### src/rtl/booth_pp_accum.sv
// booth_pp_accum
//   Iterative radix-4 Booth multiplier. It consumes the five partial-product
//   candidates from the candidate generator (+A, ~A, +2A, ~2A, zero) and an
//   unsigned multiplier B. It recodes one Booth digit per cycle and
//   accumulates the shifted partial products. It returns the unsigned
//   2*WIDTH-bit product A*B.
//
// Handshake: a transfer happens on a rising clk edge where valid && ready.
//   A source holds valid (and its payload) until that edge. A sink may raise
//   or lower ready at any time.
//   - Input side: in_valid/in_ready. in_ready is high only while idle.
//   - Output side: out_valid/out_ready. product is stable while out_valid.
//
// Ports:
//   clk, rst_n          clock (rising edge), asynchronous active-low reset
//   in_valid, in_ready  operand/candidate handshake
//   mplr                unsigned multiplier B
//   pp_in, pp_in_n      +A and one's-complement -A candidates (WIDTH+1 bits)
//   pp_in_2, pp_in_2n   +2A and one's-complement -2A candidates
//   pp_zero             zero candidate
//   out_valid, out_ready product handshake
//   product             unsigned A*B (2*WIDTH bits), held until next result
//   busy                high while a job is in flight or waiting to be taken
//
// Optional feature: define BOOTH_EARLY_TERM_EN to finish as soon as all
//   remaining Booth digits are zero. The product value is unchanged.
//   Without it, every job takes NDIG cycles.

module booth_pp_accum #(
    parameter int WIDTH = 16
) (
    input  logic                 clk,
    input  logic                 rst_n,
    input  logic                 in_valid,
    output logic                 in_ready,
    input  logic [WIDTH-1:0]     mplr,
    input  logic [WIDTH:0]       pp_in,
    input  logic [WIDTH:0]       pp_in_n,
    input  logic [WIDTH:0]       pp_in_2,
    input  logic [WIDTH:0]       pp_in_2n,
    input  logic [WIDTH:0]       pp_zero,
    output logic                 out_valid,
    input  logic                 out_ready,
    output logic [2*WIDTH-1:0]   product,
    output logic                 busy
);

    localparam int NDIG = WIDTH / 2 + 1;
    localparam int ACCW = 2 * WIDTH + 4;
    localparam int CW   = $clog2(NDIG + 1);

    generate
        if ((WIDTH % 2) != 0 || WIDTH < 4) begin : g_bad_width
            $error("booth_pp_accum: WIDTH must be even and >= 4");
        end
    endgenerate

    typedef enum logic [1:0] {IDLE, RUN, DONE} state_t;

    state_t            state, state_nx;
    // Multiplier stored as {00, B, 0}. It shifts right two bits per digit,
    // so bits [2:0] are always the current recode triple {b[2i+1], b[2i], b[2i-1]}.
    logic [WIDTH+2:0]  bsh;
    logic [WIDTH:0]    c_p, c_n, c_2, c_2n, c_z;
    logic [ACCW-1:0]   acc;
    logic [CW-1:0]     dig;

    logic [WIDTH:0]    sel;
    logic              neg;
    logic [ACCW-1:0]   ext;
    logic [ACCW-1:0]   addend;
    logic [ACCW-1:0]   acc_nx;
    logic              accept;
    logic              last_digit;
    logic              done_now;

    assign in_ready  = (state == IDLE);
    assign out_valid = (state == DONE);
    assign busy      = (state != IDLE);
    assign accept    = in_valid && in_ready;

    // Digit recode and candidate selection
    always_comb begin
        sel = c_z;
        neg = 1'b0;
        unique case (bsh[2:0])
            3'b001, 3'b010: sel = c_p;
            3'b011:         sel = c_2;
            3'b100: begin
                sel = c_2n;
                neg = 1'b1;
            end
            3'b101, 3'b110: begin
                sel = c_n;
                neg = 1'b1;
            end
            default:        sel = c_z;
        endcase
    end

    // Negative candidates are one's complements, so they are one-extended.
    // The missing +1 is added at the same digit weight.
    always_comb begin
        ext    = neg ? {{(ACCW-WIDTH-1){1'b1}}, sel} : {{(ACCW-WIDTH-1){1'b0}}, sel};
        addend = (ext + {{(ACCW-1){1'b0}}, neg}) << {dig, 1'b0};
        acc_nx = acc + addend;
    end

    assign last_digit = (dig == CW'(NDIG - 1));

`ifdef BOOTH_EARLY_TERM_EN
    // bsh[WIDTH+2:2] holds b[..:2i+1]. If these bits are all zero, every
    // later digit recodes to zero.
    assign done_now = last_digit || (bsh[WIDTH+2:2] == '0);
`else
    assign done_now = last_digit;
`endif

    always_comb begin
        state_nx = state;
        unique case (state)
            IDLE:    if (in_valid) state_nx = RUN;
            RUN:     if (done_now) state_nx = DONE;
            DONE:    if (out_ready) state_nx = IDLE;
            default: state_nx = IDLE;
        endcase
    end

    always_ff @(posedge clk or negedge rst_n) begin
        if (!rst_n) begin
            state <= IDLE;
        end else begin
            state <= state_nx;
        end
    end

    always_ff @(posedge clk or negedge rst_n) begin
        if (!rst_n) begin
            bsh     <= '0;
            c_p     <= '0;
            c_n     <= '0;
            c_2     <= '0;
            c_2n    <= '0;
            c_z     <= '0;
            acc     <= '0;
            dig     <= '0;
            product <= '0;
        end else if (accept) begin
            bsh  <= {2'b00, mplr, 1'b0};
            c_p  <= pp_in;
            c_n  <= pp_in_n;
            c_2  <= pp_in_2;
            c_2n <= pp_in_2n;
            c_z  <= pp_zero;
            acc  <= '0;
            dig  <= '0;
        end else if (state == RUN) begin
            acc <= acc_nx;
            bsh <= bsh >> 2;
            dig <= dig + CW'(1);
            if (done_now) begin
                product <= acc_nx[2*WIDTH-1:0];
            end
        end
    end

endmodule

### config.mk
export PLATFORM = sky130hd
export DESIGN_NAME = booth_pp_accum
export DESIGN_NICKNAME = d
export VERILOG_FILES = /design/src/rtl/booth_pp_accum.sv
export SDC_FILE = /design/constraint.sdc
export NUM_CORES = 1
export LEC_CHECK = 0
export CAP_MARGIN = 15
export CELL_PAD_IN_SITES_DETAIL_PLACEMENT = 2
export CELL_PAD_IN_SITES_GLOBAL_PLACEMENT = 2
export CORE_ASPECT_RATIO = 1.4
export CORE_UTILIZATION = 33
export CTS_CLUSTER_SIZE = 25
export DETAILED_ROUTE_END_ITERATION = 12
export GPL_TIMING_DRIVEN = 0
export PLACE_DENSITY = 0.9
export SYNTH_ARGS = -nofsm -noshare
export SYNTH_HDL_FRONTEND = slang
export SYNTH_SLANG_ARGS = --single-unit
### constraint.sdc
create_clock -name clk -period 6.63 [get_ports clk]
set_input_delay 0.9945 -clock clk [delete_from_list [all_inputs] [get_ports clk]]
set_output_delay 0.9945 -clock clk [all_outputs]
set_load 0.05 [all_outputs]
# [Yosys cells after proc, flatten, opt, wreduce, memory -nomap -nowiden]
# Index checks and enable logic that the tools add are counted.
[totals] input_bits=105 output_inout_bits=35 register_bits=178 wordCells=49
[classes] eq_ne=12 muxes=13 bitwise=1 addsub=3 n_shift=1 reduce_logical=9
[ops] op="$mux 36" count=3
[ops] op="$pmux 17 s4" count=1
[ops] op="$mux 19" count=2
[ops] op="$add 36x1->36" count=1
[ops] op="$add 36x36->36" count=1
[ops] op="$shl 36x5->36" count=1
[ops] op="$eq 3x3->1 const B" count=3
[ops] op="$mux 4" count=2
[ops] op="$eq 3x2->1 const B" count=2
[ops] op="$mux 2" count=3
[ops] op="$pmux 2 s3" count=1
[ops] op="$reduce_and 3->1" count=2
[ops] op="$add 4x1->4 const B" count=1
[ops] op="$eq 4x4->1 const B" count=1
[ops] op="$ne 2x2->1 const B" count=2
[ops] op="$reduce_bool 2->1" count=2
[ops] op="$reduce_or 2->1" count=2
[ops] op="$eq 3x1->1 const B" count=1
[ops] op="$reduce_or 3->1" count=1
[ops] op="$eq 2x1->1 const B" count=1
[ops] op="$eq 2x2->1 const B" count=1
[ops] op="$logic_not 2->1" count=1
[ops] op="$ne 2x1->1 const B" count=1
[ops] op="$logic_and 1x1->1" count=1
[ops] op="2 further kinds" count=2

# [Logic depth before layout (Yosys ltp)]
[logic_depth] word_depth=9 mapped_depth=31 ltp_nobuf=27

# [Least setup slack after synthesis]
# Ideal clock, no wire load.
[synth_timing] kind="register to register" from="reg bsh[2]" to="reg acc[31]" arrival_time_ns=5.792 required_time_ns=6.503 period_less_slack_ns=5.919 path_buffers=5 path_slack_ns=0.711 path_stages_with_launch=30 setup_ns=0.127 cell_sequence="dfrtp_1 buf_2 buf_4 buf_2 buf_2 mux2_2 o221ai_1 a21oi_1 ha_1 inv_1 a211o_1 or3_1 buf_6 nor4_2 xor2_1 nand2_1 o31ai_1 a221oi_1 a21oi_1 a22o_1 ha_1 and4_1 nand3_1 o211ai_1 a41o_1 o41ai_1 o21a_1 or4_4 a31oi_1 mux2i_1"
[synth_via] elab_chain_cells=9 word_cells_on_any_way=17 classes_between="add/sub: 2; eq/ne: 6; shift: 1; mux: 5; reduce/logical: 3"
[synth_rtl] element="start: declaration" line="63" source="logic [WIDTH+2:0] bsh;"
[synth_rtl] element="start signal: assignment" line="149" source="bsh <= {2'b00, mplr, 1'b0};"
[synth_rtl] element="start signal: assignment" line="159" source="bsh <= bsh >> 2;"
[synth_rtl] element="$eq 3x3->1, or another cell as far along" line="86" source="unique case (bsh[2:0])"
[synth_rtl] element="$reduce_or 2->1, or another cell as far along"
[synth_rtl] element="$pmux 17 s4 or $mux 1 (tied branches)" line="86"
[synth_rtl] element="$mux 36" line="104" source="ext = neg ? {{(ACCW-WIDTH-1){1'b1}}, sel} : {{(ACCW-WIDTH-1){1'b0}}, sel};"
[synth_rtl] element="$add 36x1->36 (*)" line="105" source="addend = (ext + {{(ACCW-1){1'b0}}, neg}) << {dig, 1'b0};"
[synth_rtl] element="$shl 36x5->36 (*)" line="105"
[synth_rtl] element="$add 36x36->36 (*)" line="106" source="acc_nx = acc + addend;"
[synth_rtl] element="$mux 36 (*)" line="157" source="end else if (state == RUN) begin"
[synth_rtl] element="$mux 36 (*)" line="148" source="end else if (accept) begin"
[synth_rtl] element="end signal: assignment" line="158" source="acc <= acc_nx;"
[synth_rtl] element="end: declaration" line="65" source="logic [ACCW-1:0] acc;"
# Every way passes the cells marked *; elsewhere a longest branch is shown, timed or not. The select of a mux whose other input is x is not followed.
# A chain may end at the register's enable or synchronous reset.

# [Worst setup path after layout]
[layout_timing] from="reg bsh[0]" to="reg product[31]"
[layout_via] elab_chain_cells=7 word_cells_on_any_way=15 classes_between="add/sub: 2; eq/ne: 6; shift: 1; mux: 3; reduce/logical: 3"
[layout_rtl] element="$eq 3x3->1, or another cell as far along" line="86"
[layout_rtl] element="$reduce_or 2->1, or another cell as far along"
[layout_rtl] element="$pmux 17 s4 or $mux 1 (tied branches)" line="86"
[layout_rtl] element="$mux 36" line="104"
[layout_rtl] element="$add 36x1->36 (*)" line="105"
[layout_rtl] element="$shl 36x5->36 (*)" line="105"
[layout_rtl] element="$add 36x36->36 (*)" line="106"
[layout_rtl] element="end signal: assignment" line="162" source="product <= acc_nx[2*WIDTH-1:0];"
[layout_rtl] element="end: declaration" line="44" source="output logic [2*WIDTH-1:0] product,"
# Every way passes the cells marked *; elsewhere a longest branch is shown, timed or not.

==> flow_summary.json <==
{
  "status": "finished, final reports clean",
  "io_buffers": 139,
  "start_util_pct": 33.74,
  "clk_latency_ps": 470,
  "synthDistinctLibCells": 67,
  "slowest_stage": "or4_4",
  "r2r-start": "bsh[0]$_DFFE_PN0P_",
  "num-fill-cells": 3348,
  "crit_end": "product[31]$_DFFE_PN0P_",
  "syn_area_sq_um": 10160,
  "antenna_cells": 0,
  "endpoint_kind": "flip-flop",
  "postRouteAntennaNets": 0,
  "hold_class": "input port to async pin",
  "multiInputGateArea_sq_um": 5778,
  "die-area_sq_um": 31510,
  "synth_edf_count": 0,
  "overflow": 0,
  "syn_nets": 1377,
  "netlist_instances": 1236,
  "preCtsSetupSlack_ps": -1058,
  "synth.avg_cell_area_sq_um": 8.222,
  "cts_hold_buf": 0,
  "crit_type": "flip-flop to flip-flop",
  "setup_viol": 0,
  "syn2layout_area_growth_pct": 30.37,
  "drive_above_1_share_pct": 9.854,
  "grt_pass1_vias": 11710,
  "start_kind": "flip-flop",
  "io_pins": 140,
  "synth-seq-cells": 172,
  "totalWireLength_um": 44920,
  "r2r.worst_path.cells": 29,
  "grt_pass1_wl_um": 66550,
  "ff_latch_area_sq_um": 4304,
  "cts_tree": "built",
  "antenna_found_initial": 0,
  "place_hpwl_um": 30570,
  "num_rows": 75,
  "cap_viol_max_count": 0,
  "clockBufferDepth": 2,
  "slew_viol_final": 0,
  "setup_ws_ps": 110.8,
  "fin_util_pct": 43.98,
  "tightestPinTransition_ps": 820.5,
  "via_per_inst": 5.645,
  "r2r-end": "product[31]$_DFFE_PN0P_",
  "numCtsBuffers": 17,
  "cts_sinks": 172,
  "worstPathMaxFanout": 10,
  "root_buffer": "clkbuf_16",
  "max_stage_delay_ps": 460,
  "clk_pin_slew_ps": 70,
  "fin_crit_ps": 6519,
  "routedWlPerCell_um": 24.60,
  "drtPass1Iterations": 4,
  "cp.arrival_ps": 6850,
  "hold_violations": 0,
  "grt_max_degree": 103,
  "crit_start": "bsh[0]$_DFFE_PN0P_",
  "drt_iter0_drc": 425,
  "reg2reg_slack_ps": 110,
  "die_y_um": 209.6,
  "postSynth.asyncResetShare_pct": 100.0,
  "vias": 10310,
  "layout.nets": 1571,
  "seq_area_frac_synth_pct": 42.35,
  "synthFlopType": "dfrtp_1",
  "drc_errors": 0,
  "gp_routability_congestion": 0.9172,
  "htreeDepth": 4,
  "min_period_over_period_pct": 98.33,
  "core_area_sq_um": 30120,
  "track_usage_pct": 28.05,
  "skew_ps": 15.94,
  "fp.dieW_um": 150.3,
  "worstPathRequired_ps": 6960,
  "yosysWarnings": 0,
  "fmax_ghz": 0.1534,
  "slew_headroom_pct": 45.30
}
## metal layers
metal | global-route usage, % | part of all wire [%]
met1 | 28.13 | 35
met3 | 4.587 | 3.6
met2 | 51.77 | 55
met4 | 19.51 | 6.4
met5 | 0 | 0
## state kept, by name, summed over array words and instances, names as in the netlist
| signal | count |
|---|---|
| c_p | 17 |
| state | 2 |
| product | 32 |
| bsh | 17 |
| c_2 | 17 |
| acc | 32 |
| c_n | 17 |
| c_z | 17 |
| dig | 4 |
| c_2n | 17 |
## worst max-delay path, delay by kind of cell, from the launching register on
| kind | cells | cell delay [ps] |
|---|---|---|
| compound gates | 12 | 2430 |
| simple gates | 9 | 2130 |
| buf+inv | 5 | 740 |
| fa+ha+maj | 2 | 530 |
| flops | 1 | 400 |
| xor+xnor | 1 | 120 |
## worst min-delay path by stage
stage / slack, ps / to / cells after the start / from
floorplan: 440 / c_z[2]$_DFFE_PN0P_ / 2 / c_z[2]$_DFFE_PN0P_
CTS: 480 / c_2n[2]$_DFFE_PN0P_ / 2 / c_2n[2]$_DFFE_PN0P_
global placement: 450 / c_z[2]$_DFFE_PN0P_ / 2 / c_z[2]$_DFFE_PN0P_
global route: 500 / product[16]$_DFFE_PN0P_ / 2 / product[16]$_DFFE_PN0P_
finish: 480 / acc[8]$_DFFE_PN0P_ / 1 / rst_n
detailed placement: 470 / c_n[5]$_DFFE_PN0P_ / 2 / c_n[5]$_DFFE_PN0P_
## layout make-up
type / count / share of cell area, %
Buffer: 71 / 2.644
Clock buffer: 19 / 3.343
Clock inverter: 11 / 1.095
Inverter: 14 / 0.3966
Multi-Input combinational cell: 978 / 43.61
Sequential cell: 172 / 32.49
Tap cell: 385 / 3.636
Timing Repair Buffer: 176 / 12.79
## logic make-up (layout without fill, tap and decap cells)
| logic type | count (synthesis) | after routing | synth area share, % |
|---|---|---|---|
| adders and majority gates | 36 | 36 | 4.506 |
| xor gates and xnor gates | 43 | 43 | 3.706 |
| DFF | 172 | 172 | 42.35 |
| AOI/OAI and AO/OA | 291 | 291 | 18.41 |
| muxes | 40 | 40 | 4.026 |
| and+or+nand+nor | 568 | 568 | 23.47 |
| buffers and inverters | 86 | 291 | 3.534 |
## synth_stat cells (3+ instances only)
cell type  instances  share of area, %
buf_1              9              0.33
o221ai_1          10              0.86
a221oi_1           3              0.26
nor3_1            14              0.69
buf_6              3              0.33
o22ai_1           13              0.80
o21bai_1           7              0.52
nand4_1            3              0.18
xor2_1            20               1.7
o2111ai_1          3              0.26
mux2_2             7              0.78
nand3_1           40               2.0
o31ai_1            5              0.37
o21a_1             7              0.52
inv_1             13              0.48
o22a_1             8              0.69
a22oi_1           14               1.0
buf_2              8              0.39
nor2_1            76               2.8
a21o_1            21               1.6
a22o_1             3              0.26
o21ai_0           99               4.9
o211ai_1           6              0.44
mux2i_1           33               3.3
and3_1             5              0.31
nand2_1          380                14
xnor2_1           23               2.0
nand2b_1           8              0.49
a211oi_1           7              0.52
nor2b_1           21               1.3
and2_1             4              0.25
a31oi_1            6              0.37
ha_1              35               4.3
dfrtp_1          172                42
clkbuf_1          51               1.9
nor4_1             4              0.25
a21oi_1           53               2.6
a211o_1            5              0.43
## what timing repair did
item | CTS | global route
gates resized for setup | 48 | 42
setup buffers | 16 | 20
setup endpoints to repair | 30 | 18
pin swaps | 18 | 15
## stage by stage
| step | area (sq um) | TNS [ps] | std cells | hold slack (ps) |
|---|---|---|---|---|
| floorplan | 10160 | 0 | 1236 | 439.9 |
| global placement | 12040 | -475050 | 1760 | 453.7 |
| detailed placement | 12070 | -14180 | 1761 | 467.9 |
| CTS | 12950 | 0 | 1807 | 484.6 |
| global route | 13250 | -250.3 | 1826 | 501.7 |
| finish | 13250 | 0 | 1826 | 478.4 |
## cell usage in the layout (no fill, tap or decap), types with 14 or more instances in the layout
cell type        instances
a21o_1                  21
a21oi_1                 50
a22oi_1                 14
buf_4                   37
clkbuf_1                51
clkbuf_16               17
clkdlybuf4s50_1        138
dfrtp_1                172
ha_1                    31
mux2i_1                 31
nand2_1                378
nand3_1                 39
nor2_1                  74
nor2b_1                 21
o21ai_0                 90
xnor2_1                 23
xor2_1                  19
Power is not shown: default switching activity piles up to over one toggle a cycle in this logic, so the estimate is an artifact.
